`config.mk`:
```
export PLATFORM = sky130hd
export DESIGN_NAME = arith_arbiter_flat
export DESIGN_NICKNAME = d
export VERILOG_FILES = /design/src/rtl/arith_pkg.sv /design/src/rtl/arith_arbiter_if.sv /design/src/rtl/arith.sv /design/src/rtl/arith_arbiter.sv /design/src/flat_wrapper.sv
export SDC_FILE = /design/constraint.sdc
export NUM_CORES = 1
export LEC_CHECK = 0
export ABC_AREA = 0
export CAP_MARGIN = 20
export CORE_MARGIN = 1
export CORE_UTILIZATION = 50
export DETAILED_ROUTE_END_ITERATION = 16
export PLACE_DENSITY = 0.77
export SLEW_MARGIN = 30
export SYNTH_ARGS = -nofsm -noshare
export SYNTH_HDL_FRONTEND = slang
export SYNTH_HIERARCHICAL = 1
export SYNTH_SLANG_ARGS = --single-unit
```
`constraint.sdc`:
```
create_clock -name clk -period 10.8 [get_ports clk]
set_input_delay 2.7 -clock clk [delete_from_list [all_inputs] [get_ports clk]]
set_output_delay 2.7 -clock clk [all_outputs]
set_load 0.005 [all_outputs]
```
`src/rtl/arith_pkg.sv`:
```
// Shared widths, arbiter state encoding and arith opcodes for the arith datapath.
// Constants only; no logic lives here.
package arith_pkg;

  localparam int DATA_W = 16;
  localparam int RES_W  = 32;
  localparam int OP_W   = 3;

  // Shift amount width used by OP_SHL; covers every bit position of the result.
  localparam int SHAMT_W = $clog2(RES_W);

  typedef enum logic [1:0] {
    IDLE = 2'd0,
    EXEC = 2'd1,
    RESP = 2'd2
  } state_t;

  // Opcodes shared with the decoder; all results are RES_W wide, operands zero-extended.
  localparam logic [OP_W-1:0] OP_ADD = 3'd0;
  localparam logic [OP_W-1:0] OP_SUB = 3'd1;
  localparam logic [OP_W-1:0] OP_MUL = 3'd2;
  localparam logic [OP_W-1:0] OP_AND = 3'd3;
  localparam logic [OP_W-1:0] OP_OR  = 3'd4;
  localparam logic [OP_W-1:0] OP_XOR = 3'd5;
  localparam logic [OP_W-1:0] OP_SHL = 3'd6;
  localparam logic [OP_W-1:0] OP_CAT = 3'd7;

endpackage

```
`src/rtl/arith_arbiter_if.sv`:
```
// Request/response bundle between the two requesters, the arbiter and the result consumer.
// slave = arbiter side, master = requester/consumer side.
interface arith_arbiter_if;
  import arith_pkg::*;

  logic              req0_valid;
  logic              req0_ready;
  logic [DATA_W-1:0] req0_a;
  logic [DATA_W-1:0] req0_b;
  logic [OP_W-1:0]   req0_op;

  logic              req1_valid;
  logic              req1_ready;
  logic [DATA_W-1:0] req1_a;
  logic [DATA_W-1:0] req1_b;
  logic [OP_W-1:0]   req1_op;

  logic              rsp_valid;
  logic              rsp_ready;
  logic              rsp_id;
  logic [RES_W-1:0]  rsp_result;

  logic              busy;

  modport slave (
    input  req0_valid, req0_a, req0_b, req0_op,
    output req0_ready,
    input  req1_valid, req1_a, req1_b, req1_op,
    output req1_ready,
    output rsp_valid, rsp_id, rsp_result,
    input  rsp_ready,
    output busy
  );

  modport master (
    output req0_valid, req0_a, req0_b, req0_op,
    input  req0_ready,
    output req1_valid, req1_a, req1_b, req1_op,
    input  req1_ready,
    input  rsp_valid, rsp_id, rsp_result,
    output rsp_ready,
    input  busy
  );

endinterface

```
`src/rtl/arith.sv`:
```
// Combinational arithmetic unit: RES_W result from two zero-extended DATA_W operands.
// Zero latency, no flow control; the caller registers inputs and output.
module arith
  import arith_pkg::*;
(
  input  logic [DATA_W-1:0] a,
  input  logic [DATA_W-1:0] b,
  input  logic [OP_W-1:0]   opcode,
  output logic [RES_W-1:0]  outau
);

  logic [RES_W-1:0] a_x;
  logic [RES_W-1:0] b_x;

  assign a_x = {{(RES_W-DATA_W){1'b0}}, a};
  assign b_x = {{(RES_W-DATA_W){1'b0}}, b};

  always_comb begin
    outau = '0;
    case (opcode)
      OP_ADD:  outau = a_x + b_x;
      OP_SUB:  outau = a_x - b_x;
      OP_MUL:  outau = a_x * b_x;
      OP_AND:  outau = a_x & b_x;
      OP_OR:   outau = a_x | b_x;
      OP_XOR:  outau = a_x ^ b_x;
      OP_SHL:  outau = a_x << b[SHAMT_W-1:0];
      OP_CAT:  outau = {a, b};
      default: outau = '0;
    endcase
  end

endmodule

```
`src/rtl/arith_arbiter.sv`:
```
// Round-robin share of one arith unit between two requesters; accept->rsp_valid in 2 edges, 3 cycles/op.
// rsp_ready low parks the block in RESP and holds both request readies low.
module arith_arbiter
  import arith_pkg::*;
(
  input  logic            clk,
  input  logic            rst_n,
  arith_arbiter_if.slave  bus
);

  state_t            state;
  state_t            state_nxt;

  logic              last_grant;
  logic              grant;
  logic              grant_id;
  logic              accept;

  logic [DATA_W-1:0] op_a;
  logic [DATA_W-1:0] op_b;
  logic [OP_W-1:0]   op_code;
  logic [RES_W-1:0]  outau;

  logic              rsp_valid;
  logic              rsp_id;
  logic [RES_W-1:0]  rsp_result;

  // Tie goes to the port that did not win last time; a lone valid always wins.
  always_comb begin
    grant = 1'b0;
    if (bus.req0_valid && bus.req1_valid) begin
      grant = ~last_grant;
    end else if (bus.req1_valid) begin
      grant = 1'b1;
    end
  end

  always_ff @(posedge clk or negedge rst_n) begin
    if (!rst_n) begin
      state <= IDLE;
    end else begin
      state <= state_nxt;
    end
  end

  always_comb begin
    state_nxt      = state;
    accept         = 1'b0;
    bus.req0_ready = 1'b0;
    bus.req1_ready = 1'b0;
    case (state)
      IDLE: begin
        if (bus.req0_valid || bus.req1_valid) begin
          accept         = 1'b1;
          bus.req0_ready = ~grant;
          bus.req1_ready = grant;
          state_nxt      = EXEC;
        end
      end
      EXEC: begin
        state_nxt = RESP;
      end
      RESP: begin
        if (bus.rsp_ready) begin
          state_nxt = IDLE;
        end
      end
      default: begin
        state_nxt = IDLE;
      end
    endcase
  end

  always_ff @(posedge clk or negedge rst_n) begin
    if (!rst_n) begin
      op_a       <= '0;
      op_b       <= '0;
      op_code    <= '0;
      grant_id   <= 1'b0;
      last_grant <= 1'b1;
      rsp_valid  <= 1'b0;
      rsp_id     <= 1'b0;
      rsp_result <= '0;
    end else begin
      if (accept) begin
        op_a       <= grant ? bus.req1_a  : bus.req0_a;
        op_b       <= grant ? bus.req1_b  : bus.req0_b;
        op_code    <= grant ? bus.req1_op : bus.req0_op;
        grant_id   <= grant;
        last_grant <= grant;
      end
      case (state)
        EXEC: begin
          rsp_result <= outau;
          rsp_id     <= grant_id;
          rsp_valid  <= 1'b1;
        end
        RESP: begin
          if (bus.rsp_ready) begin
            rsp_valid <= 1'b0;
          end
        end
        IDLE: begin
          rsp_valid <= 1'b0;
        end
        default: begin
          rsp_valid <= 1'b0;
        end
      endcase
    end
  end

  // The datapath only ever sees the latched operands, so requesters may change buses after acceptance.
  arith u_arith (
    .a      (op_a),
    .b      (op_b),
    .opcode (op_code),
    .outau  (outau)
  );

  assign bus.rsp_valid  = rsp_valid;
  assign bus.rsp_id     = rsp_id;
  assign bus.rsp_result = rsp_result;
  assign bus.busy       = (state != IDLE);

endmodule
```
`src/flat_wrapper.sv`:
```
// flat-port wrapper written by rule: the top's interface ports become plain ports
module arith_arbiter_flat import arith_pkg::*;
  (clk, rst_n, bus_req0_valid, bus_req0_a, bus_req0_b, bus_req0_op, bus_req0_ready, bus_req1_valid, bus_req1_a, bus_req1_b, bus_req1_op, bus_req1_ready, bus_rsp_valid, bus_rsp_id, bus_rsp_result, bus_rsp_ready, bus_busy);
  arith_arbiter_if bus_i ();
  input  logic clk;
  input  logic rst_n;
  input wire logic [$bits(bus_i.req0_valid)-1:0] bus_req0_valid;
  input wire logic [$bits(bus_i.req0_a)-1:0] bus_req0_a;
  input wire logic [$bits(bus_i.req0_b)-1:0] bus_req0_b;
  input wire logic [$bits(bus_i.req0_op)-1:0] bus_req0_op;
  output wire logic [$bits(bus_i.req0_ready)-1:0] bus_req0_ready;
  input wire logic [$bits(bus_i.req1_valid)-1:0] bus_req1_valid;
  input wire logic [$bits(bus_i.req1_a)-1:0] bus_req1_a;
  input wire logic [$bits(bus_i.req1_b)-1:0] bus_req1_b;
  input wire logic [$bits(bus_i.req1_op)-1:0] bus_req1_op;
  output wire logic [$bits(bus_i.req1_ready)-1:0] bus_req1_ready;
  output wire logic [$bits(bus_i.rsp_valid)-1:0] bus_rsp_valid;
  output wire logic [$bits(bus_i.rsp_id)-1:0] bus_rsp_id;
  output wire logic [$bits(bus_i.rsp_result)-1:0] bus_rsp_result;
  input wire logic [$bits(bus_i.rsp_ready)-1:0] bus_rsp_ready;
  output wire logic [$bits(bus_i.busy)-1:0] bus_busy;
  assign bus_i.req0_valid = bus_req0_valid;
  assign bus_i.req0_a = bus_req0_a;
  assign bus_i.req0_b = bus_req0_b;
  assign bus_i.req0_op = bus_req0_op;
  assign bus_req0_ready = bus_i.req0_ready;
  assign bus_i.req1_valid = bus_req1_valid;
  assign bus_i.req1_a = bus_req1_a;
  assign bus_i.req1_b = bus_req1_b;
  assign bus_i.req1_op = bus_req1_op;
  assign bus_req1_ready = bus_i.req1_ready;
  assign bus_rsp_valid = bus_i.rsp_valid;
  assign bus_rsp_id = bus_i.rsp_id;
  assign bus_rsp_result = bus_i.rsp_result;
  assign bus_i.rsp_ready = bus_rsp_ready;
  assign bus_busy = bus_i.busy;
  arith_arbiter u_core (.clk(clk), .rst_n(rst_n), .bus(bus_i));
endmodule
```
==> results.md <==
### Synthesis
* Post-Syn Area per Cell: 8.33 sq um
* proportion of netlist area held by the largest area contributor: 25.8%
* dominant cells by area after synthesis: sky130_fd_sc_hd__fa_1 (26%), sky130_fd_sc_hd__ha_1 (13%), sky130_fd_sc_hd__dfrtp_1 (12%)
* sequential cell area fraction in the yosys report: 12.0%
* warnings from Yosys: 6
* number of synthesized flops with an enable pin: 0
* leading post-synthesis cells by instance count: sky130_fd_sc_hd__inv_1 (281), sky130_fd_sc_hd__nand2_1 (255), sky130_fd_sc_hd__fa_1 (196), sky130_fd_sc_hd__nor2_1 (172), sky130_fd_sc_hd__ha_1 (153)
* post-synthesis instance total: 1827
* count leader, synth: sky130_fd_sc_hd__inv_1
* post-synthesis instance area: 15200 sq um
* cell type contributing the most total cell area after synthesis: sky130_fd_sc_hd__fa_1
* library cells used by synthesis: 88
* nets in the synthesized netlist: 2251
* dominant synthesized flop cell: sky130_fd_sc_hd__dfrtp_1
* share of synthesized registers carrying an async set or reset: 100%
* post-synthesis register bit count: 73

### Global routing
* largest net degree at the start of global routing: 74
* total gr overflow: 0
* initial antenna violation count: 0
* number of global-route vias before repair: 14059
* wire length of the first global-routing pass: 79700 um
* total routing usage reported by global routing: 33.9%

### Drt
* post-route ant nets: 0
* wire length per cell: 23.0 um
* wirelength, routed: 52000 um
* detail-routed via count per cell: 6.35
* total via count in the routed design: 14364
* DRC Markers: 0
* number of design-rule violations left by the first detailed-router iteration: 1873
* drt pass-1 iters: 8

### Critical path
* worst-case reg-to-reg path depth: 24
* data arrival time of the worst path: 4.87 ns
* type of element capturing the critical path: primary output
* startpoint types: input port
* start-to-end type of the worst setup path: in -> out
* largest fanout on the critical path: 24
* worst r2r dst: u_core/bus.rsp_result[30]
* data required time of the critical path: 8.10 ns
* startpoint of the lowest-slack register-to-register path: u_core/op_a[4]
* flop2flop setup slack: 3.40 ns

### STA
* Fin Clk Skew: 0.00779 ns
* setup TNS after final layout: 0 ns
* portion of the clock cycle consumed by the worst path in the final layout: 70.1%
* final setup violation count: 0
* Final Hold Violating Endpoints: 0
* worst max-slew margin expressed relative to the limit: 29.1%
* Max Freq: 0.132 GHz
* setup repair after global routing missed its margin: no
* post-layout minimum cycle time: 7.57 ns
* final max-slew violation count: 0
* transition at the pin with the smallest max-transition slack: 1.06 ns

### Clocking
* maximum level of the CTS H-tree: 3
* post-CTS clock slew at the launch and capture registers of the worst setup and hold paths: 0.06 ns
* number of clock sinks seen by CTS: 73
* post-cts sizing count: 0
* clock tree from TritonCTS: done
* number of buffers on the longest clock path: 2
* Root Driver: sky130_fd_sc_hd__clkbuf_16
* TritonCTS buffer count: 9
* CTS hold repair buffers: 0
* Clock Latency Late Sink: 0.36 ns
* post-CTS setup-driven buffer insertion count: 0

### Layout
* share of cells above drive strength 1: 7.43%
* total inserted antenna cells: 0
* number of nets in the layout: 2291
* fill cell count: 2656
* Syn-to-layout area delta: 11.1%

### Outcome
* run status: complete, no violations

### Min path
* origin of the worst min-delay path: u_core/grant_id
* Hold Path Stages: 1
* class of the most critical hold timing path: reg -> reg
* hold endpoint: u_core/grant_id

### Place
* Buffers on Ports: 111
* Post-DP HPWL: 40000 um
* routability congestion estimate from global placement: 1.04

### Floorplan
* starting utilization of the core area: 51.1%
* Die Width: 176 um
* row count: 63
* full die area: 31100 sq um
* I/O pin cnt: 112
* core region area: 29800 sq um
* overall die height: 176 um

### Job
* maximum capacitance violations: 0

[routing by layer]
layer | routed length (um) | track usage [%]
met4 | 3040 | 18.8
met3 | 5800 | 7.21
met1 | 20200 | 44.8
met2 | 23000 | 51.8
met5 | 0 | 0
[worst max-delay path by stage]
stage / from / endpoint / slack, ns / cells after the start
2_1_floorplan: u_core/op_b[3] / u_core/bus.rsp_result[28] / 3.97 / 25
3_3_place_gp: bus_req0_valid / bus_req0_ready / 3.34 / 4
3_5_place_dp: bus_req0_valid / bus_req0_ready / 3.23 / 4
4_1_cts: bus_req0_valid / bus_req0_ready / 3.22 / 4
5_1_grt: bus_req0_valid / bus_req0_ready / 3.11 / 4
6_report: bus_req0_valid / bus_req0_ready / 3.23 / 4
[worst max-delay path: stages]
cell	delay [ns]
sky130_fd_sc_hd__clkdlybuf4s50_1	0.54
sky130_fd_sc_hd__or2_1	0.67
sky130_fd_sc_hd__and3_4	0.42
sky130_fd_sc_hd__clkdlybuf4s50_1	0.54
[cell families (layout without fill, tap and decap cells)]
kind of cell | after synthesis | after routing | share of synthesized area [%]
and+or+nand+nor | 547 | 547 | 15.3
buffers and inverters | 400 | 445 | 10.6
AOI/OAI and AO/OA | 362 | 362 | 16.6
adders and majority gates | 349 | 349 | 38.3
muxes | 73 | 73 | 5.80
DFF | 73 | 73 | 12.0
xor gates and xnor gates | 23 | 23 | 1.32
[cell usage in the layout, fill, tap and decap left out, drive strengths merged, types with 17 or more instances in the layout]
cell type,n
ha,153
dfrtp,72
and3,18
mux2,42
a31oi,30
nor2,173
nand2,255
o211ai,18
mux2i,23
buf,27
nand3,17
inv,287
o21ai,62
nor3,24
fa,196
a21oi,85
o22ai,18
clkdlybuf4s50,110
[sequential cells by signal, indices dropped and copies added, names as in the netlist, 2 cells and up]
name	cells
u_core/op_code	3
u_core/bus.rsp_result	32
u_core/op_a	16
u_core/op_b	16
u_core/state	2
[stage by stage]
stage	cell area [sq um]	hold slack (ns)	instances	util (%)	setup WS [ns]
after floorplan	15200	0.444	1827	-	3.97
after global placement	16500	0.461	2245	55.4	3.34
after detailed placement	16600	0.470	2246	55.5	3.23
after CTS	16900	0.484	2262	56.7	3.22
after global routing	16900	0.499	2262	56.7	3.11
final	16900	0.485	2262	56.7	3.23
[cell type report]
type,count,area [sq um],area share [%]
tap,390,488,2.89
inverter,292,1100,6.48
clock inverter,7,126,0.747
multi-input combinational,1354,11800,69.9
clock buffer,9,225,1.33
timing repair buffer,137,1330,7.85
sequential,73,1830,10.8
Power is not shown: default switching activity piles up to over one toggle a cycle in this logic, so the estimate is an artifact.
